<file path="src/rtl/cmd_pkg.sv">
// Shared definitions for cmd_assembler: receive/transmit state encodings and
// the byte-slot positions inside the 24-bit command word.
package cmd_pkg;

    typedef enum logic [1:0] {BYTE_HI, BYTE_MID, BYTE_LO, FULL} rx_state_t;
    typedef enum logic {TX_IDLE, TX_BUSY} tx_state_t;

    localparam int HI  = 2;
    localparam int MID = 1;
    localparam int LO  = 0;

endpackage

</file>
<file path="src/rtl/resp_sender.sv">
// Single-byte response path: latches a byte on request, kicks the UART
// transmitter, and reports completion once the byte has gone out.
module resp_sender
    import cmd_pkg::*;
(
    input  logic       clk,
    input  logic       rst_n,
    input  logic       send_resp,
    input  logic [7:0] resp_data,
    input  logic       tx_done,
    output logic       tx_start,
    output logic [7:0] tx_data,
    output logic       resp_sent
);

    tx_state_t state;

    always_ff @(posedge clk or negedge rst_n) begin
        if (!rst_n) begin
            state     <= TX_IDLE;
            tx_data   <= 8'h00;
            tx_start  <= 1'b0;
            resp_sent <= 1'b0;
        end else begin
            tx_start  <= 1'b0;
            resp_sent <= 1'b0;
            case (state)
                TX_IDLE: if (send_resp) begin
                    tx_data  <= resp_data;
                    tx_start <= 1'b1;
                    state    <= TX_BUSY;
                end
                // requests arriving while busy are dropped; tx_data stays put
                TX_BUSY: if (tx_done) begin
                    resp_sent <= 1'b1;
                    state     <= TX_IDLE;
                end
                default: state <= TX_IDLE;
            endcase
        end
    end

endmodule

</file>
<file path="src/rtl/cmd_assembler.sv">
// Assembles 3-byte UART commands (first byte in [23:16]) and forwards responses.
// Define CMD_TIMEOUT_EN to discard partial commands after TIMEOUT_CYCLES idle cycles.
module cmd_assembler
    import cmd_pkg::*;
#(
    parameter logic [19:0] TIMEOUT_CYCLES = 20'd500000
) (
    input  logic        clk,
    input  logic        rst_n,
    input  logic        rx_rdy,
    input  logic [7:0]  rx_data,
    output logic        clr_rx_rdy,
    output logic [23:0] cmd,
    output logic        cmd_rdy,
    input  logic        clr_cmd_rdy,
    input  logic        send_resp,
    input  logic [7:0]  resp_data,
    output logic        tx_start,
    output logic [7:0]  tx_data,
    input  logic        tx_done,
    output logic        resp_sent,
    output logic        cmd_timeout
);

    rx_state_t rx_state;
    logic      accept;
    logic      expire;

    assign accept = rx_rdy && (rx_state != FULL);
    // Same-cycle acknowledge so the receiver drops rx_rdy before the next edge.
    assign clr_rx_rdy = rst_n && accept;
    assign cmd_rdy    = (rx_state == FULL);

`ifdef CMD_TIMEOUT_EN
    localparam int CW = (TIMEOUT_CYCLES > 20'd2) ? $clog2(TIMEOUT_CYCLES) : 1;
    localparam logic [CW-1:0] LAST = CW'(TIMEOUT_CYCLES - 20'd1);

    logic [CW-1:0] idle_cnt;
    logic          waiting;

    assign waiting = ((rx_state == BYTE_MID) || (rx_state == BYTE_LO)) && !rx_rdy;
    assign expire  = waiting && (idle_cnt == LAST);

    always_ff @(posedge clk or negedge rst_n) begin
        if (!rst_n) begin
            idle_cnt    <= '0;
            cmd_timeout <= 1'b0;
        end else begin
            cmd_timeout <= expire;
            if (waiting && !expire)
                idle_cnt <= idle_cnt + 1'b1;
            else
                idle_cnt <= '0;
        end
    end
`else
    assign expire      = 1'b0;
    assign cmd_timeout = 1'b0;
`endif

    // cmd is deliberately left untouched on timeout; the next command overwrites it.
    always_ff @(posedge clk or negedge rst_n) begin
        if (!rst_n) begin
            rx_state <= BYTE_HI;
            cmd      <= 24'h000000;
        end else begin
            case (rx_state)
                BYTE_HI: if (rx_rdy) begin
                    cmd[HI*8 +: 8] <= rx_data;
                    rx_state       <= BYTE_MID;
                end
                BYTE_MID: if (rx_rdy) begin
                    cmd[MID*8 +: 8] <= rx_data;
                    rx_state        <= BYTE_LO;
                end else if (expire) begin
                    rx_state <= BYTE_HI;
                end
                BYTE_LO: if (rx_rdy) begin
                    cmd[LO*8 +: 8] <= rx_data;
                    rx_state       <= FULL;
                end else if (expire) begin
                    rx_state <= BYTE_HI;
                end
                FULL: if (clr_cmd_rdy) rx_state <= BYTE_HI;
                default: rx_state <= BYTE_HI;
            endcase
        end
    end

    resp_sender u_resp_sender (
        .clk       (clk),
        .rst_n     (rst_n),
        .send_resp (send_resp),
        .resp_data (resp_data),
        .tx_done   (tx_done),
        .tx_start  (tx_start),
        .tx_data   (tx_data),
        .resp_sent (resp_sent)
    );

endmodule
</file>
<file path="config.mk">
export PLATFORM = sky130hd
export DESIGN_NAME = cmd_assembler
export DESIGN_NICKNAME = d
export VERILOG_FILES = /design/src/rtl/cmd_pkg.sv /design/src/rtl/resp_sender.sv /design/src/rtl/cmd_assembler.sv
export SDC_FILE = /design/constraint.sdc
export NUM_CORES = 1
export LEC_CHECK = 0
export BUFFER_PORTS_ARGS = -buffer_cell sky130_fd_sc_hd__buf_2
export CORE_UTILIZATION = 47
export DETAILED_ROUTE_END_ITERATION = 10
export MAX_ROUTING_LAYER = met4
export PLACE_DENSITY = 0.89
export SYNTH_ARGS = -nofsm -noshare
export SYNTH_HDL_FRONTEND = slang
export SYNTH_SLANG_ARGS = --single-unit
</file>
<file path="constraint.sdc">
create_clock -name clk -period 1.9 [get_ports clk]
set_input_delay 0.38 -clock clk [delete_from_list [all_inputs] [get_ports clk]]
set_output_delay 0.38 -clock clk [all_outputs]
set_load 0.02 [all_outputs]
</file>
==> flow_metrics.tcl <==
set metrics [dict create \
    setup.worst_path.end_class "output pin" \
    p_seq_share_pct 41.1 \
    grt_pass1_wl_um 4510 \
    grt_pass1_vias 1044 \
    drive_above_1_share_pct 66.9 \
    cts_sinks 37 \
    drt-pass1-iter-count 4 \
    finalSetupViolCount 0 \
    synth_seq_cells 37 \
    clk_latency_ns 0.32 \
    cp_num_buf_inv 1 \
    place_congestion 0.688 \
    start_kind "flop" \
    power.share.clock_pct 12.8 \
    syn-num-nets 120 \
    reg2reg_to "rx_state[1]" \
    hold_violations 0 \
    cts_buffer_depth 2 \
    yosys_warnings 0 \
    finalCritPeriodShare_pct 93.0 \
    drtIter0Drc 30 \
    worstSetupPathType "reg -> out" \
    r2r_setup_slack_ns 0.41 \
    yosys.cell_types.count 18 \
    post-cts-setup-buffer-count 0 \
    hold_path_class "in -> async" \
    track_usage_pct 19.0 \
    cap_violations 0 \
    slowest_stage "dfrtp_1" \
    cts_tree "done" \
    fin_crit_ns 1.77 \
    drt_wl_total_um 2720 \
    design.core.area_mm2 0.00303 \
    die-area_mm2 0.00339 \
    cp_cell_sequence "ha_1 > and3b_2 > buf_2" \
    ioPinCount 59 \
    r2r-start "rx_state[0]" \
    avgSynthCellArea_um2 15.8 \
    antenna-diode-count 0 \
    max_stage_delay_ns 0.44 \
    chipHeight_um 58.3 \
    clkTransAtPathRegs_ns 0.10 \
    cts_hold_buf 0 \
    vias 968 \
    crit_fanout 4 \
    synth_area_leader_cell "dfrtp_1" \
    status "completed" \
    synth_commonest_cells "37 x dfrtp_1, 32 x mux2_2, 4 x ha_1" \
    seq_area_frac_synth_pct 62.2 \
    finClkSkew_ns 0.00593 \
    netlist.area_leader.share_pct 62.2 \
    cts_root_buf "clkbuf_4" \
    drt-vias-per-instance 4.82 \
    overflow 0 \
    crit_required_ns 1.52 \
    syn_inst 94 \
    synth_area_leaders "dfrtp_1 62%, mux2_2 24%, ha_1 3.4%" \
    netlist_area_mm2 0.00149 \
    yosysMostFrequentCell "dfrtp_1" \
    port_buffers 57 \
    grt_max_degree 38 \
    power.leakage_uw 0.000935 \
    netSwitchingFraction_pct 38.4 \
    syn2layout_area_growth_pct 25.8 \
    dp_hpwl_um 2040 \
    arrival_ns 1.39 \
    peakVddDrop_mv 0.713 \
    synth_edf_count 0 \
    cp.depth 3 \
    intPower_uw 1930 \
    postRouteAntennaNets 0 \
    synth_flop_cell "dfrtp_1" \
    async_reset_ff_share_pct 100 \
    initial_core_util_pct 49.1 \
    placementRows 20 \
    finalPower_uw 3140 \
    slew_viol_final 0 \
    combPwrFrac_pct 46.1 \
    pwr_density_cell_mw_per_mm2 1680 \
    antenna_found_initial 0 \
    r2r_cells 4 \
    path_delay_family "flip-flops" \
    p_switching_uw 1200 \
    fin_nets 183 \
    cts_buffers 5 \
    fmax_ghz 0.566 \
    detail_route.wl_per_cell_um 13.5 \
    drc 0 \
    ctsResizeCount 0 \
    die_x_um 58.3 \
    cts_max_level 2 \
    rsz0062_at_grt "false" \
    finalSetupTns_ns 0 \
]
[placed cells by master (no fill, tap or decap)]
cell type and instances:
ha_1 4, and2_1 1, clkbuf_1 1, o211ai_2 1
nand2_2 3, nor2b_1 1, buf_2 57, clkbuf_4 5
and3b_2 1, dfrtp_1 37, nor2_1 3, a21oi_1 1
conb_1 1, a31oi_1 1, or2b_2 1, mux2_4 1
clkbuf_8 1, buf_4 2, nand2b_4 1, inv_1 2
mux2_2 32
[routing by layer]
metal | global-route usage [%] | up-vias | routed length [um]
li1 | - | 451 | -
met1 | 21.0 | 463 | 1160
met2 | 30.4 | 49 | 1340
met3 | 6.03 | 5 | 189
met4 | 10.2 | 0 | 31
met5 | - | - | 0
[cells by family (layout without fill, tap and decap cells)]
family / count (synthesis) / after routing / share of synthesized area (%)
DFF: 37 / 37 / 62.2
muxes: 33 / 33 / 25.2
and+or+nand+nor: 11 / 11 / 5.05
adders and majority gates: 4 / 4 / 3.36
other: 1 / 1 / 0.252
buffers and inverters: 5 / 68 / 2.27
AOI/OAI and AO/OA: 3 / 3 / 1.60
[per-stage QoR]
stage / setup slack (ns) / instance area (um2) / hold WS (ns) / instances / utilization, %
CTS: 0.104 / 1870 / 0.0955 / 201 / 61.8
floorplan: 0.406 / 1490 / 0.0844 / 94 / -
finish: 0.134 / 1870 / 0.0935 / 201 / 61.8
detailed placement: 0.409 / 1820 / 0.463 / 194 / 60.0
global route: 0.0416 / 1870 / 0.105 / 201 / 61.8
global placement: 0.538 / 1820 / 0.445 / 194 / 60.0
[sequential cells by signal, indices dropped and copies added, names as in the netlist]
| register | cells |
|---|---|
| u_resp_sender.tx_data | 8 |
| u_resp_sender.resp_sent | 1 |
| cmd | 24 |
| u_resp_sender.tx_start | 1 |
| u_resp_sender.state | 1 |
| rx_state | 2 |
[power by group through the flow]
stage / logic (uW) / registers [uW] / clock network [uW]
floorplan: 592 / 1690 / 0
global placement: 1410 / 1280 / 0
detailed placement: 1470 / 1310 / 0
CTS: 1470 / 1290 / 424
global route: 1550 / 1340 / 463
finish: 1450 / 1290 / 401
[layout make-up]
class | count | area, um2
multi-input cells | 52 | 528
flip-flops and latches | 37 | 926
repair buffers | 59 | 300
clock buffers | 7 | 55.1
fillers | 236 | 1160
inverters | 2 | 7.51
well taps | 44 | 55.1
[worst max path at each step]
stage	start	to	slack (ns)
6_report	rx_state[0]	clr_rx_rdy	0.13
5_1_grt	rx_state[0]	clr_rx_rdy	0.04
4_1_cts	rx_state[0]	clr_rx_rdy	0.10
3_5_place_dp	rx_state[0]	rx_state[1]	0.41
3_3_place_gp	rx_state[1]	rx_state[1]	0.54
2_1_floorplan	rx_state[0]	rx_state[1]	0.41
No activity file was read; power rests on OpenSTA's default activity.
